==> config.mk <==
export PLATFORM = sky130hd
export DESIGN_NAME = hex_pio_blink
export DESIGN_NICKNAME = d
export VERILOG_FILES = /design/src/rtl/hex_pio_pkg.sv /design/src/rtl/blink_prescaler.sv /design/src/rtl/hex_pio_blink.sv
export SDC_FILE = /design/constraint.sdc
export NUM_CORES = 1
export LEC_CHECK = 0
export CORE_ASPECT_RATIO = 0.9
export CORE_MARGIN = 3
export CORE_UTILIZATION = 47
export CTS_BUF_LIST = sky130_fd_sc_hd__clkbuf_2
export CTS_CLUSTER_SIZE = 20
export DETAILED_ROUTE_END_ITERATION = 10
export PLACE_DENSITY = 0.7
export SYNTH_ARGS = -nofsm -noshare
export SYNTH_HDL_FRONTEND = slang
export SYNTH_SLANG_ARGS = --single-unit
==> constraint.sdc <==
create_clock -name clk -period 3.3 [get_ports clk]
set_input_delay 0.66 -clock clk [delete_from_list [all_inputs] [get_ports clk]]
set_output_delay 0.66 -clock clk [all_outputs]
set_load 0.02 [all_outputs]
==> src/rtl/hex_pio_pkg.sv <==
// Shared definitions for the HEX display PIO with blink support.
// Holds the register word addresses and the STATUS bit positions.
package hex_pio_pkg;

   localparam logic [2:0] ADDR_DATA   = 3'd0;
   localparam logic [2:0] ADDR_SET    = 3'd1;
   localparam logic [2:0] ADDR_CLR    = 3'd2;
   localparam logic [2:0] ADDR_MASK   = 3'd3;
   localparam logic [2:0] ADDR_PERIOD = 3'd4;
   localparam logic [2:0] ADDR_STATUS = 3'd5;

   localparam int unsigned STATUS_PHASE_BIT = 0;
   localparam int unsigned STATUS_EN_BIT    = 1;

endpackage

==> src/rtl/blink_prescaler.sv <==
// Blink prescaler: divides clk down to a square-wave phase signal.
// Ports:
//   clk, reset_n  system clock, asynchronous active-low reset
//   period        half-period in clk cycles; 0 disables blinking
//   restart       forces the counter and phase back to zero (period reload)
//   phase         current blink phase, toggles every `period` cycles
//   enabled       high whenever period is non-zero
module blink_prescaler #(
   parameter int unsigned PERIOD_W = 26
) (
   input  logic                clk,
   input  logic                reset_n,
   input  logic [PERIOD_W-1:0] period,
   input  logic                restart,
   output logic                phase,
   output logic                enabled
);

   logic [PERIOD_W-1:0] cnt_q;
   logic                phase_q;

   assign enabled = (period != '0);
   assign phase   = phase_q;

   // A restart wins over a coincident wrap so a reload always begins in phase 0.
   always_ff @(posedge clk or negedge reset_n) begin
      if (!reset_n) begin
         cnt_q   <= '0;
         phase_q <= 1'b0;
      end else if (restart || !enabled) begin
         cnt_q   <= '0;
         phase_q <= 1'b0;
      end else if (cnt_q == period - PERIOD_W'(1)) begin
         cnt_q   <= '0;
         phase_q <= ~phase_q;
      end else begin
         cnt_q   <= cnt_q + PERIOD_W'(1);
      end
   end

endmodule

==> src/rtl/hex_pio_blink.sv <==
// Avalon-MM output PIO for the seven-segment displays with per-bit blinking.
// Ports:
//   clk, reset_n  system clock, asynchronous active-low reset
//   address       word address (DATA, SET, CLR, MASK, PERIOD, STATUS)
//   chipselect    slave select, qualifies writes only
//   write_n       active-low write strobe
//   writedata     write data; bits above the register width are ignored
//   readdata      combinational, zero-extended read data
//   out_port      registered display drive
module hex_pio_blink
   import hex_pio_pkg::*;
#(
   parameter int unsigned DATA_W       = 28,
   parameter int unsigned PERIOD_W     = 26,
   parameter int unsigned RESET_PERIOD = 0
) (
   input  logic              clk,
   input  logic              reset_n,
   input  logic [2:0]        address,
   input  logic              chipselect,
   input  logic              write_n,
   input  logic [31:0]       writedata,
   output logic [31:0]       readdata,
   output logic [DATA_W-1:0] out_port
);

   logic                wr;
   logic                restart;
   logic                phase;
   logic                blink_en;
   logic [DATA_W-1:0]   wd_data;
   logic [PERIOD_W-1:0] wd_period;
   logic [DATA_W-1:0]   data_q;
   logic [DATA_W-1:0]   mask_q;
   logic [PERIOD_W-1:0] period_q;
   logic [DATA_W-1:0]   out_q;
   logic [DATA_W-1:0]   out_d;
   logic                unused_writedata;

   assign wr        = chipselect & ~write_n;
   assign restart   = wr && (address == ADDR_PERIOD);
   assign wd_data   = writedata[DATA_W-1:0];
   assign wd_period = writedata[PERIOD_W-1:0];

   // Upper writedata bits are deliberately dropped.
   assign unused_writedata = ^writedata;

   always_ff @(posedge clk or negedge reset_n) begin
      if (!reset_n) begin
         data_q   <= '0;
         mask_q   <= '0;
         period_q <= PERIOD_W'(RESET_PERIOD);
      end else if (wr) begin
         case (address)
            ADDR_DATA:   data_q   <= wd_data;
            ADDR_SET:    data_q   <= data_q | wd_data;
            ADDR_CLR:    data_q   <= data_q & ~wd_data;
            ADDR_MASK:   mask_q   <= wd_data;
            ADDR_PERIOD: period_q <= wd_period;
            default:     ;
         endcase
      end
   end

   blink_prescaler #(
      .PERIOD_W (PERIOD_W)
   ) u_prescaler (
      .clk     (clk),
      .reset_n (reset_n),
      .period  (period_q),
      .restart (restart),
      .phase   (phase),
      .enabled (blink_en)
   );

   // Masked bits are blanked while phase is high.
   assign out_d = data_q & ~(mask_q & {DATA_W{phase}});

   always_ff @(posedge clk or negedge reset_n) begin
      if (!reset_n) begin
         out_q <= '0;
      end else begin
         out_q <= out_d;
      end
   end

   assign out_port = out_q;

   always_comb begin
      readdata = '0;
      case (address)
         ADDR_DATA:   readdata = 32'(data_q);
         ADDR_MASK:   readdata = 32'(mask_q);
         ADDR_PERIOD: readdata = 32'(period_q);
         ADDR_STATUS: begin
            readdata[STATUS_PHASE_BIT] = phase;
            readdata[STATUS_EN_BIT]    = blink_en;
         end
         default:     readdata = '0;
      endcase
   end

endmodule

==> results by group <==
Run status
  • Run status: finished, final reports clean

Critical path
  • Critical-path cell list: inv_1 > ha_2 > nor3b_4 > nand3_2 > or4_4 > a31oi_1 > o21ai_1 > buf_2
  • CP Class: register to output port
  • Largest stage delay on the critical path: 0.47 ns
  • Worst path arrival time: 2.62 ns
  • CP Data Required Time: 2.64 ns
  • Levels on crit path: 8
  • Crit path max-delay family: simple AND/OR/NAND/NOR gates
  • Worst R2R End: u_prescaler.phase$_DFFE_PN0P_
  • Slowest stage cell, crit path: or4_4
  • Critical Path Start Type: register
  • Worst Path Buf+Inv: 2
  • Crit path launch: period_q[1]$_DFFE_PN0P_
  • Reg2reg start: period_q[0]$_DFFE_PN0P_
  • Cells on worst reg2reg path: 9
  • CP max FO: 3
  • Reg-to-reg setup timing slack: 0.08 ns
  • Critical path endpoint: readdata[1]
  • Crit end category: output port

Cells and area
  • Final Core Density: 0.598
  • Syn-to-layout area delta: 22.3%
  • Filler cell count: 1227
  • Nets: 850
  • Multi-input gate area: 3670 µm²
  • Reg area: 3430 µm²
  • Final Instance Area: 8960 µm²
  • Finished Layout Cells: 1021
  • Share of layout cells above drive strength 1: 0.223

Floorplanning
  • Die boundary height: 124 µm
  • Initial Utilization: 0.489
  • Die X: 138 µm
  • Num ports: 99
  • Die Area: 17100 µm²
  • Row count: 42
  • Core Footprint: 15000 µm²

Detailed routing
  • Final wirelength: 19200 µm
  • Drt via density: 5.71
  • Drt wl/cell: 18.8 µm
  • Drt pass-1 iters: 5
  • Via Count: 5827
  • Initial drt markers: 338
  • DRC Markers: 0
  • Antenna viol nets, final: 0

Place
  • Post-DP Area: 8640 µm²
  • Port Buffers: 90
  • Global placement routability congestion: 0.880
  • Detail Placement HPWL: 13400 µm
  • DP Worst Slack: 0.0714 ns
  • Cell Count Post-Placement: 983

Logic synthesis
  • Synth Area per Inst: 10.5 µm²
  • Synthesized instance count: 699
  • Register area share after synthesis: 0.468
  • Synthesized area: 7330 µm²
  • Most common cell in the netlist: dfrtp_1
  • Synth area leader: dfrtp_1
  • Yosys cell types: 59
  • Synth area leaders: dfrtp_1, mux2_2, o21ai_0, xor2_1, mux2i_1
  • Post-synth top flop: dfrtp_1
  • Post-synth EDFFs: 0
  • Synth top cells by count: dfrtp_1, nand2_1, o21ai_0
  • Top cell type's share of synthesized area: 0.468
  • Yosys warns: 0
  • Async SR Flop Fraction: 1.00
  • Synthesized flop and latch total: 137

GRT
  • Gr ovfl total: 0
  • Largest net degree at the start of global routing: 74
  • Tot GR Track Use: 0.228
  • Met1 usage: 0.311
  • Global-route wire length before repair: 31000 µm
  • Busiest grt layer: met2
  • M2 GR Usage: 0.370
  • Met3 Use GR: 0.0493
  • Initial antenna violation count: 1
  • Vias in the first global route: 6004

STA
  • Final setup viols: 0
  • Tmin final: 3.28 ns
  • Final worst slack: 0.0243 ns
  • Slew headroom: 0.532
  • RSZ-0062 raised after global routing: yes
  • Worst clock skew: 0.0299 ns
  • Timing-limited maximum frequency: 305 MHz
  • Worst-Margin Slew: 0.702 ns
  • Slew Limit Fails: 0
  • Hold Vio Cnt, Final: 0
  • Final Cycle Share: 0.993

Power
  • PD cells: 560 nW/µm²
  • Worst vdd ir: 0.000321 V
  • LEAKAGE: 0.00389 µW
  • Pwr Total: 5010 µW

Run
  • Max cap viols: 0

Clock network
  • CTS Buf Count: 17
  • Skew-Pair Late Insertion Delay: 0.72 ns
  • CTS sink cnt: 137
  • Max H-tree Level: 4
  • CTS tree: done
  • Clk root buf: clkbuf_2
  • Clk buf depth: 2
  • Clock transition at the registers of the reported paths: 0.24 ns

Worst hold path
  • Hold Crit Class: primary input to async pin
==> sequential cells by signal, indices dropped and copies added (netlist names) <==
register / flops
u_prescaler.cnt_q: 26
mask_q: 28
data_q: 28
u_prescaler.phase: 1
period_q: 26
out_port: 28
==> layout make-up <==
type | instances | share of cell area
Multi-Input combinational cell | 511 | 0.410
Sequential cell | 137 | 0.383
Timing Repair Buffer | 137 | 0.149
Tap cell | 198 | 0.0276
Clock inverter | 15 | 0.0187
Clock buffer | 17 | 0.00949
Inverter | 5 | 0.00209
Antenna cell | 1 | 0.000279
==> how the worst min path moves through the flow <==
stage                           start                     end  slack (ns)  cells after the start
6_report                      reset_n   out_port[7]$_DFF_PN0_        0.49                      2
5_1_grt                       reset_n   out_port[7]$_DFF_PN0_        0.47                      2
4_1_cts                       reset_n   out_port[7]$_DFF_PN0_        0.45                      2
3_5_place_dp   mask_q[12]$_DFFE_PN0P_  out_port[12]$_DFF_PN0_        0.47                      1
3_3_place_gp   mask_q[11]$_DFFE_PN0P_  out_port[11]$_DFF_PN0_        0.46                      1
2_1_floorplan                 reset_n   data_q[0]$_DFFE_PN0P_        0.36                      0
==> through the flow <==
step           hold WS [ns]  TNS (ns)
3_3_place_gp          0.461         0
5_1_grt               0.467    -0.245
4_1_cts               0.449   -0.0412
6_report              0.491         0
3_5_place_dp          0.469         0
2_1_floorplan         0.364         0
==> power by group <==
part | total [µW] | leakage [µW] | internal (µW) | switching, µW
clock network | 1060 | 0.000147 | 367 | 688
registers | 2320 | 0.00173 | 2020 | 301
logic | 1640 | 0.00201 | 812 | 830
total | 5010 | 0.00389 | 3190 | 1820
==> worst reg2reg max path, cell delays in order, from the launching register on <==
cell      delay [ns]
dfrtp_1         0.43
buf_4           0.14
buf_4           0.16
nor4_1          0.55
nand4_1         0.31
or4_1           0.52
nor2_1          0.11
a211oi_1        0.11
nor4_1          0.44
mux2_1          0.36
==> cells by family after synthesis <==
logic type / after synthesis / synth area share
multiplexers: 81 / 0.120
other: 1 / 0.000512
buffers and inverters: 54 / 0.0362
flip-flops: 137 / 0.468
adder cells (fa/ha/maj): 2 / 0.00341
AND/OR/NAND/NOR: 239 / 0.190
AO/OA/AOI/OAI: 131 / 0.117
XOR/XNOR: 54 / 0.0645
==> cell usage in the layout, fill, tap and decap left out, drive strengths merged, types with 17 or more instances in the layout <==
cell,instances
dfrtp,137
clkdlybuf4s50,82
nand2,68
o21ai,58
mux2,55
nand3,52
buf,49
nor3,35
xor2,30
a21boi,28
mux2i,26
xnor2,24
nor2,22
clkbuf,17
==> metal layers <==
metal	vias up	share of wire	wire, µm
met5	-	0	0
met4	0	0.0094	180
met3	17	0.047	910
met2	161	0.49	9410
met1	2931	0.45	8670
li1	2718	-	-
==> timing repair <==
action / 4_1_cts / 5_1_grt
setup buffers: 3 / 1
hold buffers: 1 / 0
gates resized for setup: 10 / 6
setup endpoints to repair: 1 / 6
pin swaps: 2 / 0
hold endpoints to repair: 71 / 0
(Power assumes the default switching activity.)
